`config.mk`:
```
export PLATFORM = sky130hd
export DESIGN_NAME = trigger_divider_ctrl
export DESIGN_NICKNAME = d
export VERILOG_FILES = /design/src/rtl/trigger_divider_ctrl.sv
export SDC_FILE = /design/constraint.sdc
export NUM_CORES = 1
export LEC_CHECK = 0
export CAP_MARGIN = 20
export CORE_MARGIN = 2
export CORE_UTILIZATION = 40
export CTS_BUF_LIST = sky130_fd_sc_hd__clkbuf_16
export DETAILED_ROUTE_END_ITERATION = 16
export PLACE_DENSITY = 0.65
export SLEW_MARGIN = 15
export SYNTH_ARGS = -nofsm -noshare
export SYNTH_HDL_FRONTEND = slang
export SYNTH_SLANG_ARGS = --single-unit
```
`constraint.sdc`:
```
create_clock -name clk_in -period 2.9 [get_ports clk_in]
set_clock_uncertainty 0.15 [all_clocks]
set_input_delay 0.725 -clock clk_in [delete_from_list [all_inputs] [get_ports clk_in]]
set_output_delay 0.725 -clock clk_in [all_outputs]
set_load 0.005 [all_outputs]
```
`src/rtl/trigger_divider_ctrl.sv`:
```
// Run-time controller for the trigger clock divider: programmable half-period divided clock
// with start/stop, finite bursts and glitch-free factor updates at period boundaries.
module trigger_divider_ctrl #(
  parameter int WIDTH          = 8,
  parameter int DEFAULT_FACTOR = 5,
  parameter int CNT_W          = 16
) (
  input  logic             clk_in,
  input  logic             rst_n,
  input  logic [WIDTH-1:0] cfg_factor,
  input  logic             cfg_valid,
  output logic             cfg_ready,
  input  logic             start,
  input  logic             stop,
  input  logic [CNT_W-1:0] burst_len,
  output logic             clk_out,
  output logic             tick,
  output logic             busy,
  output logic             done,
  output logic [WIDTH-1:0] factor_active
);

  typedef enum logic {IDLE, RUN} state_t;

  state_t           state, state_nx;
  logic             clk_out_nx, tick_nx, busy_nx, done_nx, cfg_ready_nx;
  logic [WIDTH-1:0] factor_nx, cnt, cnt_nx, pend_factor, pend_factor_nx;
  logic             pend_vld, pend_vld_nx, stop_pend, stop_pend_nx;
  logic [CNT_W-1:0] remaining, remaining_nx;
  logic             cfg_nz, phase_end, finish;

  always_comb begin
    state_nx       = state;
    clk_out_nx     = clk_out;
    tick_nx        = 1'b0;
    busy_nx        = busy;
    done_nx        = 1'b0;
    cfg_ready_nx   = cfg_ready;
    factor_nx      = factor_active;
    cnt_nx         = cnt;
    pend_factor_nx = pend_factor;
    pend_vld_nx    = pend_vld;
    stop_pend_nx   = stop_pend;
    remaining_nx   = remaining;

    // A zero factor completes the handshake but is otherwise dropped.
    cfg_nz    = cfg_valid && cfg_ready && (cfg_factor != '0);
    phase_end = (cnt == factor_active);
    finish    = stop_pend || stop || (remaining == CNT_W'(1));

    case (state)
      IDLE: begin
        if (cfg_nz) factor_nx = cfg_factor;
        if (start && !stop && !done) begin
          state_nx     = RUN;
          clk_out_nx   = 1'b1;
          tick_nx      = 1'b1;
          busy_nx      = 1'b1;
          cnt_nx       = WIDTH'(1);
          remaining_nx = burst_len;
          stop_pend_nx = 1'b0;
        end
      end
      RUN: begin
        if (stop) stop_pend_nx = 1'b1;
        if (cfg_nz) begin
          pend_vld_nx    = 1'b1;
          pend_factor_nx = cfg_factor;
          cfg_ready_nx   = 1'b0;
        end
        if (!phase_end) begin
          cnt_nx = cnt + WIDTH'(1);
        end else begin
          cnt_nx = WIDTH'(1);
          if (clk_out) begin
            clk_out_nx = 1'b0;
          end else if (finish) begin
            // Run ends on a low phase, so clk_out is already 0 here.
            state_nx     = IDLE;
            done_nx      = 1'b1;
            busy_nx      = 1'b0;
            stop_pend_nx = 1'b0;
            pend_vld_nx  = 1'b0;
            cfg_ready_nx = 1'b1;
            if (pend_vld)    factor_nx = pend_factor;
            else if (cfg_nz) factor_nx = cfg_factor;
          end else begin
            if (remaining != '0) remaining_nx = remaining - CNT_W'(1);
            clk_out_nx = 1'b1;
            tick_nx    = 1'b1;
            if (pend_vld) begin
              factor_nx    = pend_factor;
              pend_vld_nx  = 1'b0;
              cfg_ready_nx = 1'b1;
            end
          end
        end
      end
      default: state_nx = IDLE;
    endcase
  end

  always_ff @(posedge clk_in or negedge rst_n) begin
    if (!rst_n) begin
      state         <= IDLE;
      clk_out       <= 1'b0;
      tick          <= 1'b0;
      busy          <= 1'b0;
      done          <= 1'b0;
      cfg_ready     <= 1'b1;
      factor_active <= WIDTH'(DEFAULT_FACTOR);
      cnt           <= '0;
      pend_factor   <= '0;
      pend_vld      <= 1'b0;
      stop_pend     <= 1'b0;
      remaining     <= '0;
    end else begin
      state         <= state_nx;
      clk_out       <= clk_out_nx;
      tick          <= tick_nx;
      busy          <= busy_nx;
      done          <= done_nx;
      cfg_ready     <= cfg_ready_nx;
      factor_active <= factor_nx;
      cnt           <= cnt_nx;
      pend_factor   <= pend_factor_nx;
      pend_vld      <= pend_vld_nx;
      stop_pend     <= stop_pend_nx;
      remaining     <= remaining_nx;
    end
  end

endmodule

```
==> flow_summary.yaml <==
synthesis:
  synth_nets: 304
  ys_warn_count: 0
  synth_seq_cells: 48
  seq_area_frac_synth: 0.435
  syn_area_um2: 2770
  syn_inst: 272
  synthArstFlopShare: 1.00
  synth_area_per_cell_um2: 10.2
  synthFlopType: "dfrtp_1"
  synth-edff-count: 0
  synthDistinctLibCells: 55
cells_and_area:
  fin_area_um2: 3460
  finalCoreUtilization: 0.512
  final_common_cell: "dfrtp_1"
  nets: 352
  num_antenna_cells: 0
  final_cell_count_no_fill: 401
  drive_gt1_frac: 0.137
  final_cell_mix: "dfrtp_1 (45), clkdlybuf4s50_1 (40), o211ai_1 (27), a22o_1 (19), nand2_1 (18)"
  area_growth_pct: 24.7
global_route:
  grt_pass1_wl_um: 11700
  antenna_found_initial: 0
  grt.total_usage: 0.193
  overflow: 0
  grt_pass1_vias: 2382
  grt_max_degree: 49
clock_network:
  htreeDepth: 2
  clkSlewWorstSetupHoldPaths_ns: 0.06
  cts_post_setup_buffers_inserted: 0
  cts-resized-gates: 0
  cts_tree: "yes"
  cts_hold_buf: 0
  clock_latency_ns: 0.29
  numCtsBuffers: 5
  clockBufferDepth: 2
  cts-root-buf: "clkbuf_16"
  clkSinkCount: 48
drt:
  drtIter0Drc: 137
  drt-total-wl_um: 6720
  wl_per_cell_um: 16.7
  drtPass1Iterations: 4
  avgViaCountPerCell: 5.89
  ant_nets: 0
  routed-via-count: 2362
  post-route-drc-count: 0
floorplanning:
  die_area_um2: 7610
  rows: 30
  ios: 42
  die_x_um: 87.2
  coreArea_um2: 6760
  start_util: 0.410
  die_height_um: 87.2
worst_setup_path:
  crit_fanout: 10
  reg2regPathDepth: 8
  timing.rr.end: "factor_active[5]"
  worstSetupPathType: "in -> reg"
  worstReg2RegStart: "remaining[1]"
  rrSetupSlack_ns: 0.40
  cp-end-kind: "flop"
  start_kind: "input pin"
  cp_data_arrival_time_ns: 2.61
  cp.required_ns: 2.92
power:
  pwr-share-seq: 0.370
  max-vdd-ir-drop_uv: 369
  power-per-cell-area_nw_per_um2: 853
  share_comb_of_total_power: 0.438
  swShare: 0.368
  intPower_uw: 1860
  switching_power_uw: 1080
  leakagePower_uw: 0.00142
  p_clk_frac: 0.192
sta:
  max_freq_mhz: 386
  maxSlewHeadroom: 0.338
  rsz0062_at_grt: "false"
  fin_crit_sh: 0.893
  layout_min_cycle_time_ns: 2.59
  setup_viol: 0
  hold_viol: 0
  worstMarginPinSlew_ns: 0.993
  setup_ws_ns: 0.309
  slew_violations: 0
run:
  drv_cap: 0
run_status:
  outcome: "complete, no violations"
place:
  placed_area_um2: 3320
  post-place-cells: 393
  portBuffers: 41
  gp_congestion: 0.796
  dp_hpwl_um: 4640
  post-place-ws_ns: -0.00520
hold_path:
  min_to: "pend_factor[0]"
  min-delay-start: "pend_factor[0]"
  whs_path_depth: 1
  hold_path_class: "reg -> reg"
[worst max-delay path by stage]
stage / end / slack [ns] / cells past startpoint / start
after floorplan: remaining[10] / 0.55 / 7 / stop
after global placement: factor_active[1] / 0.07 / 6 / cfg_factor[5]
after detailed placement: pend_factor[2] / -0.005 / 6 / cfg_factor[0]
after CTS: pend_factor[2] / 0.30 / 6 / cfg_factor[0]
after global routing: pend_factor[0] / 0.19 / 6 / cfg_factor[1]
final: pend_factor[2] / 0.31 / 6 / cfg_factor[0]
[layout make-up]
class | instances | area (µm²)
fillers | 637 | 3300
multi-input cells | 202 | 1460
flip-flops and latches | 48 | 1200
repair buffers | 57 | 526
clock buffers | 5 | 125
well taps | 80 | 100
inverters | 6 | 22.5
clock inverters | 3 | 16.3
[registers in the layout, summed over array words and instances, names as in the netlist]
name / count
clk_out: 1
pend_vld: 1
state: 1
pend_factor: 8
tick: 1
busy: 1
cfg_ready: 1
cnt: 8
stop_pend: 1
remaining: 16
factor_active: 8
done: 1
[metrics by stage]
step	TNS (ns)	total power (µW)	hold slack (ns)
floorplan	0	1950	0.279
global placement	0	2360	0.342
detailed placement	-0.00520	2390	0.347
CTS	0	2970	0.362
global route	0	3190	0.392
finish	0	2950	0.362
[critical path: stages]
cell and delay (ns):
clkdlybuf4s50_1 0.50, or4_1 0.15, o211a_1 0.15, inv_1 0.05
nor2_1 0.63, mux2_2 0.41
[power groups by stage]
stage          logic (µW)  clock network (µW)  registers (µW)
2_1_floorplan         892                   0            1060
3_3_place_gp         1270                   0            1100
3_5_place_dp         1290                   0            1100
4_1_cts              1300                 581            1090
5_1_grt              1450                 608            1130
6_report             1290                 565            1090
[Yosys cell counts (3+ instances only)]
library cell / count / area share
a21oi_1: 16 / 0.029
a22o_1: 19 / 0.060
and3_1: 6 / 0.014
buf_2: 5 / 0.0090
clkbuf_1: 6 / 0.0081
dfrtp_1: 45 / 0.41
dfstp_2: 3 / 0.028
ha_1: 3 / 0.014
inv_1: 6 / 0.0081
mux2_2: 8 / 0.033
mux2i_1: 8 / 0.029
nand2_1: 18 / 0.024
nand3_1: 14 / 0.025
nor2_1: 12 / 0.016
nor3_1: 8 / 0.014
nor3b_1: 5 / 0.014
nor4_1: 4 / 0.0090
o211ai_1: 27 / 0.073
o21ai_0: 3 / 0.0054
o311ai_0: 3 / 0.0095
xor2_1: 9 / 0.028
[logic make-up (layout without fill, tap and decap cells)]
group	count (synthesis)	after routing	share of synthesized area
flip-flops	48	48	0.435
buffers and inverters	22	71	0.0375
multiplexers	16	16	0.0614
AO/OA/AOI/OAI	89	89	0.248
XOR/XNOR	10	10	0.0316
adder cells (fa/ha/maj)	3	3	0.0135
AND/OR/NAND/NOR	84	84	0.173
[routing by layer]
metal | global-route usage | share of wire | vias up
met1 | 0.274 | 0.49 | 1161
met3 | 0.0332 | 0.037 | 8
li1 | - | - | 1146
met2 | 0.306 | 0.46 | 47
met4 | 0.0517 | 0.014 | 0
met5 | 0 | 0 | -
Power figures use the tool's default switching activity.
